<file path="config.mk">
export PLATFORM = sky130hd
export DESIGN_NAME = lifo_stack_param_flat
export DESIGN_NICKNAME = d
export VERILOG_FILES = /design/src/rtl/lifo_stack_param_if.sv /design/src/rtl/lifo_stack_param.sv /design/src/flat_wrapper.sv
export SDC_FILE = /design/constraint.sdc
export NUM_CORES = 1
export LEC_CHECK = 0
export ABC_AREA = 1
export ABC_CLOCK_PERIOD_IN_PS = 3600
export CAP_MARGIN = 0
export CORE_ASPECT_RATIO = 2
export CORE_MARGIN = 2
export CORE_UTILIZATION = 44
export DETAILED_ROUTE_END_ITERATION = 12
export PLACE_DENSITY = 0.69
export SYNTH_ARGS = -nofsm -noshare
export SYNTH_HDL_FRONTEND = slang
export SYNTH_SLANG_ARGS = --single-unit
</file>
<file path="constraint.sdc">
create_clock -name iClk -period 3.6 [get_ports iClk]
set_input_delay 0.36 -clock iClk [delete_from_list [all_inputs] [get_ports iClk]]
set_output_delay 0.36 -clock iClk [all_outputs]
set_load 0.05 [all_outputs]
</file>
<file path="src/rtl/lifo_stack_param_if.sv">
// Push/pop request and status bundle for the parametrised LIFO.
// Master drives requests and data, slave returns popped data and flags.
interface lifo_stack_param_if #(
  parameter int DATA_WIDTH = 8,
  parameter int ADDR_WIDTH = 5
) ();
  logic                  iClear;
  logic                  iPush;
  logic                  iPop;
  logic [DATA_WIDTH-1:0] iData;
  logic [DATA_WIDTH-1:0] oData;
  logic                  oValid;
  logic [ADDR_WIDTH:0]   oCount;
  logic                  oFull;
  logic                  oEmpty;
  logic                  oAlmostFull;
  logic                  oAlmostEmpty;
  logic                  oOverflow;
  logic                  oUnderflow;

  modport master (
    output iClear, iPush, iPop, iData,
    input  oData, oValid, oCount, oFull, oEmpty,
    input  oAlmostFull, oAlmostEmpty, oOverflow, oUnderflow
  );

  modport slave (
    input  iClear, iPush, iPop, iData,
    output oData, oValid, oCount, oFull, oEmpty,
    output oAlmostFull, oAlmostEmpty, oOverflow, oUnderflow
  );
endinterface

</file>
<file path="src/rtl/lifo_stack_param.sv">
// Parametrised LIFO with registered pop port, occupancy flags,
// sticky overflow/underflow and defined push+pop replace/bypass.
module lifo_stack_param #(
  parameter int DATA_WIDTH = 8,
  parameter int ADDR_WIDTH = 5,
  parameter int DEPTH      = 32,
  parameter int AF_MARGIN  = 1,
  parameter int AE_MARGIN  = 1
) (
  input logic              iClk,
  input logic              iRst_n,
  lifo_stack_param_if.slave bus
);

  localparam int CW = ADDR_WIDTH + 1;
  localparam logic [CW-1:0] DepthC = CW'(DEPTH);
  localparam logic [CW-1:0] AfThr  = CW'(DEPTH - AF_MARGIN);
  localparam logic [CW-1:0] AeThr  = CW'(AE_MARGIN);

  logic [DATA_WIDTH-1:0] mem [DEPTH];
  logic [CW-1:0]         count;
  logic [DATA_WIDTH-1:0] dataQ;
  logic                  validQ;
  logic                  ovfQ;
  logic                  unfQ;

  logic                  full;
  logic                  empty;
  logic [ADDR_WIDTH-1:0] topIdx;
  logic [ADDR_WIDTH-1:0] wrIdx;
  logic                  live;
  logic                  both;
  logic                  pushOnly;
  logic                  popOnly;

  assign full     = (count == DepthC);
  assign empty    = (count == '0);
  assign topIdx   = ADDR_WIDTH'(count - 1'b1);
  assign wrIdx    = ADDR_WIDTH'(count);
  assign live     = !bus.iClear;
  assign both     = live && bus.iPush && bus.iPop;
  assign pushOnly = live && bus.iPush && !bus.iPop;
  assign popOnly  = live && !bus.iPush && bus.iPop;

  // Storage is not reset; only count decides what is meaningful.
  always_ff @(posedge iClk) begin
    if (pushOnly && !full)
      mem[wrIdx] <= bus.iData;
    else if (both && !empty)
      mem[topIdx] <= bus.iData;
  end

  always_ff @(posedge iClk or negedge iRst_n) begin
    if (!iRst_n) begin
      count  <= '0;
      dataQ  <= '0;
      validQ <= 1'b0;
      ovfQ   <= 1'b0;
      unfQ   <= 1'b0;
    end else begin
      validQ <= 1'b0;
      unique case (1'b1)
        bus.iClear: begin
          count <= '0;
          ovfQ  <= 1'b0;
          unfQ  <= 1'b0;
        end
        both && !empty: begin
          dataQ  <= mem[topIdx];
          validQ <= 1'b1;
        end
        both && empty: begin
          dataQ  <= bus.iData;
          validQ <= 1'b1;
        end
        pushOnly && !full: count <= count + 1'b1;
        pushOnly && full:  ovfQ  <= 1'b1;
        popOnly && !empty: begin
          dataQ  <= mem[topIdx];
          validQ <= 1'b1;
          count  <= count - 1'b1;
        end
        popOnly && empty: unfQ <= 1'b1;
        default: ;
      endcase
    end
  end

  assign bus.oData        = dataQ;
  assign bus.oValid       = validQ;
  assign bus.oCount       = count;
  assign bus.oFull        = full;
  assign bus.oEmpty       = empty;
  assign bus.oAlmostFull  = (count >= AfThr);
  assign bus.oAlmostEmpty = (count <= AeThr);
  assign bus.oOverflow    = ovfQ;
  assign bus.oUnderflow   = unfQ;

endmodule

</file>
<file path="src/flat_wrapper.sv">
// flat-port wrapper written by rule: the top's interface ports become plain ports
module lifo_stack_param_flat 
#(
  parameter int DATA_WIDTH = 8,
  parameter int ADDR_WIDTH = 5,
  parameter int DEPTH      = 32,
  parameter int AF_MARGIN  = 1,
  parameter int AE_MARGIN  = 1
)
  (iClk, iRst_n, bus_iClear, bus_iPush, bus_iPop, bus_iData, bus_oData, bus_oValid, bus_oCount, bus_oFull, bus_oEmpty, bus_oAlmostFull, bus_oAlmostEmpty, bus_oOverflow, bus_oUnderflow);
  lifo_stack_param_if #(.DATA_WIDTH(DATA_WIDTH), .ADDR_WIDTH(ADDR_WIDTH)) bus_i ();
  input logic iClk;
  input logic iRst_n;
  input wire logic [$bits(bus_i.iClear)-1:0] bus_iClear;
  input wire logic [$bits(bus_i.iPush)-1:0] bus_iPush;
  input wire logic [$bits(bus_i.iPop)-1:0] bus_iPop;
  input wire logic [$bits(bus_i.iData)-1:0] bus_iData;
  output wire logic [$bits(bus_i.oData)-1:0] bus_oData;
  output wire logic [$bits(bus_i.oValid)-1:0] bus_oValid;
  output wire logic [$bits(bus_i.oCount)-1:0] bus_oCount;
  output wire logic [$bits(bus_i.oFull)-1:0] bus_oFull;
  output wire logic [$bits(bus_i.oEmpty)-1:0] bus_oEmpty;
  output wire logic [$bits(bus_i.oAlmostFull)-1:0] bus_oAlmostFull;
  output wire logic [$bits(bus_i.oAlmostEmpty)-1:0] bus_oAlmostEmpty;
  output wire logic [$bits(bus_i.oOverflow)-1:0] bus_oOverflow;
  output wire logic [$bits(bus_i.oUnderflow)-1:0] bus_oUnderflow;
  assign bus_i.iClear = bus_iClear;
  assign bus_i.iPush = bus_iPush;
  assign bus_i.iPop = bus_iPop;
  assign bus_i.iData = bus_iData;
  assign bus_oData = bus_i.oData;
  assign bus_oValid = bus_i.oValid;
  assign bus_oCount = bus_i.oCount;
  assign bus_oFull = bus_i.oFull;
  assign bus_oEmpty = bus_i.oEmpty;
  assign bus_oAlmostFull = bus_i.oAlmostFull;
  assign bus_oAlmostEmpty = bus_i.oAlmostEmpty;
  assign bus_oOverflow = bus_i.oOverflow;
  assign bus_oUnderflow = bus_i.oUnderflow;
  lifo_stack_param #(.DATA_WIDTH(DATA_WIDTH), .ADDR_WIDTH(ADDR_WIDTH), .DEPTH(DEPTH), .AF_MARGIN(AF_MARGIN), .AE_MARGIN(AE_MARGIN)) u_core (.iClk(iClk), .iRst_n(iRst_n), .bus(bus_i));
endmodule
</file>
==> reports/metrics.cfg <==
[synth]
ys.flop_type=edfxtp_1
synth_nets=1191
ys_top_cells_by_area=edfxtp_1 64%, nand2_1 15%, nand3_1 6.9%, dfrtp_1 3.5%, inv_1 2.9%
synth_warnings=0
synth-seq-area-share_pct=67.21
async_flop_share_pct=6.227
syn_avg_cell_area_um2=10.27
synth-edff-count=256
synth_cells=1175
yosysUniqueCellTypes=34
synth_top_area_share_pct=63.69
synth_area_um2=12070
post-synth-top-area-cell=edfxtp_1
synth-seq-cells=273

[grt]
grt_pass1_vias=8117
gr-total-overflow=0
antenna_found_initial=0
grtUsageTotal_pct=21.72
grt_max_degree=90
grt_first_pass_wirelength_um=46000

[placement]
dp_cells=1531
gp_congestion=0.9116
dpl.hpwl_um=20810
portBuffers=33
dp_slack_ns=0.5646
place_area_um2=12810

[timing]
skew_ns=0.01320
hold_viol_final=0
worst_slew_pin_slew_ns=0.9704
fin_crit_ns=3.001
rsz0062_at_grt=no
fmax_mhz=333.2
layout_setup_ws_ns=0.5992
setup_tns_ns=0
relSlewSlack_pct=35.30
finalSetupViolCount=0
drv_slew=0
period_share_pct=83.36

[route]
drtPass1Iterations=7
avgRoutedWirePerCell_um=19.74
vias=8255
initialDrtViolationCount=721
via_per_inst=5.268
antenna_left=0
drc=0
routed_wl_um=30930

[setup_path]
r2r_slack_ns=0.64
worstSetupEndpointType=primary output
cp_max_fo=87
required_ns=3.24
worstPathArrival_ns=2.64
path_class=flop to primary output
start_kind=flop

[floorplan]
core-area_um2=26910
die_x_um=121.1
initial_core_util_pct=44.86
die_height_um=238.2
rows=85
io_pins=34
die_area_um2=28850

[pwr]
p_int_w=0.006373
power_density_nw_per_um2=864.9
combPwrFrac_pct=48.2
clkPwrFrac_pct=19.3
leakage_nw=5.415
p_sw_w=0.005268
swShare_pct=45.25
ir_drop_v=0.0005200
seqPwrFrac_pct=32.5

[status]
outcome=finished clean

[finish]
design_area_um2=13460
instances_no_fill=1567
drive_gt1_share_pct=8.614
antennaDiodeCount=0
post-route-util_pct=50.03
nets=1222
final_cell_mix=470 x nand2_1, 256 x edfxtp_1, 166 x nand3_1, 92 x inv_1, 56 x nor2_1
syn_to_final_growth_pct=11.52
layout_commonest_cell=nand2_1

[clock_tree]
clk_pin_slew_ns=0.08
cts_setup_buffers=0
cts.hold.buffers_added=0
cts_buffer_depth=3
insertion_delay_ns=0.52
root_buffer=clkbuf_16
ctsHtreeMaxLevel=1
cts-buffers-inserted=21
cts_tree=yes
cts_resized=0
clock_sinks=273

[worst_hold_path]
hold_class=primary input to async pin

[job]
maxCapViolCount=0

routing by layer:
| layer | GRT usage (%) | share of wire, % |
|---|---|---|
| met4 | 15.93 | 7.9 |
| met2 | 40.52 | 55 |
| met5 | 0 | 0 |
| met1 | 21.90 | 33 |
| met3 | 1.912 | 4.4 |
state kept, by name, summed over array words and instances (netlist names):
| register | flops |
|---|---|
| u_core.bus.oData | 8 |
| u_core.mem | 256 |
| u_core.bus.oOverflow | 1 |
| u_core.bus.oUnderflow | 1 |
| u_core.bus.oCount | 6 |
| u_core.bus.oValid | 1 |
kinds of logic after synthesis:
| group | count (synthesis) | synth area share [%] |
|---|---|---|
| buffers and inverters | 155 | 5.214 |
| AO/OA/AOI/OAI | 25 | 1.472 |
| AND/OR/NAND/NOR | 713 | 24.86 |
| flip-flops | 273 | 67.21 |
| adder cells (fa/ha/maj) | 3 | 0.3110 |
| XOR/XNOR | 6 | 0.9329 |
synth_stat cells, types with 3 or more instances:
cell        n
inv_1      93
nor2_1     56
nand2_1   470
buf_1       5
nand2_2     6
o21ai_2     4
o21ai_0    12
nand3_1   166
clkbuf_1   17
inv_2       8
ha_1        3
edfxtp_1  256
nor2_4      5
dfrtp_1    17
buf_2      30
nand3_2     4
power by group through the flow:
stage               sequential (W)  clock (W)  combinational [W]
floorplan                  0.00406          0            0.00352
global route               0.00380    0.00237            0.00603
detailed placement         0.00386          0            0.00556
finish                     0.00379    0.00225            0.00561
CTS                        0.00379    0.00227            0.00558
global placement           0.00385          0            0.00550
through the flow:
| step | total power (W) | hold slack, ns |
|---|---|---|
| floorplan | 0.007576 | 0.06441 |
| global placement | 0.009357 | 0.5012 |
| detailed placement | 0.009416 | 0.5156 |
| CTS | 0.01163 | 0.3625 |
| global route | 0.01221 | 0.3908 |
| finish | 0.01164 | 0.3352 |
layout make-up:
| type | count | area (µm²) |
|---|---|---|
| Inverter | 102 | 386.6 |
| Tap cell | 348 | 435.4 |
| Timing Repair Buffer | 61 | 540.5 |
| Fill cell | 2360 | 13450 |
| Multi-Input combinational cell | 747 | 3331 |
| Clock inverter | 12 | 113.9 |
| Sequential cell | 273 | 8117 |
| Clock buffer | 24 | 536.8 |
worst paths after layout:
| path | startpoint | end | depth (start not counted) |
|---|---|---|---|
| worst max register to register | u_core.bus.oCount[1] | u_core.mem[27][6] | 10 |
| min in group iClk | bus_iData[4] | u_core.mem[14][4] | 1 |
| worst min register to register | u_core.bus.oUnderflow | u_core.bus.oUnderflow | 1 |
| worst min-delay path | iRst_n | u_core.bus.oCount[4] | 1 |
| worst max-delay path | u_core.bus.oCount[0] | bus_oCount[0] | 2 |
| max in group asynchronous | iRst_n | u_core.bus.oCount[0] | 1 |
worst max-delay path, stage by stage, from the launching register on:
cell,delay (ns)
dfrtp_4,0.44
buf_4,0.69
clkdlybuf4s50_1,0.95
(Power assumes the default switching activity.)
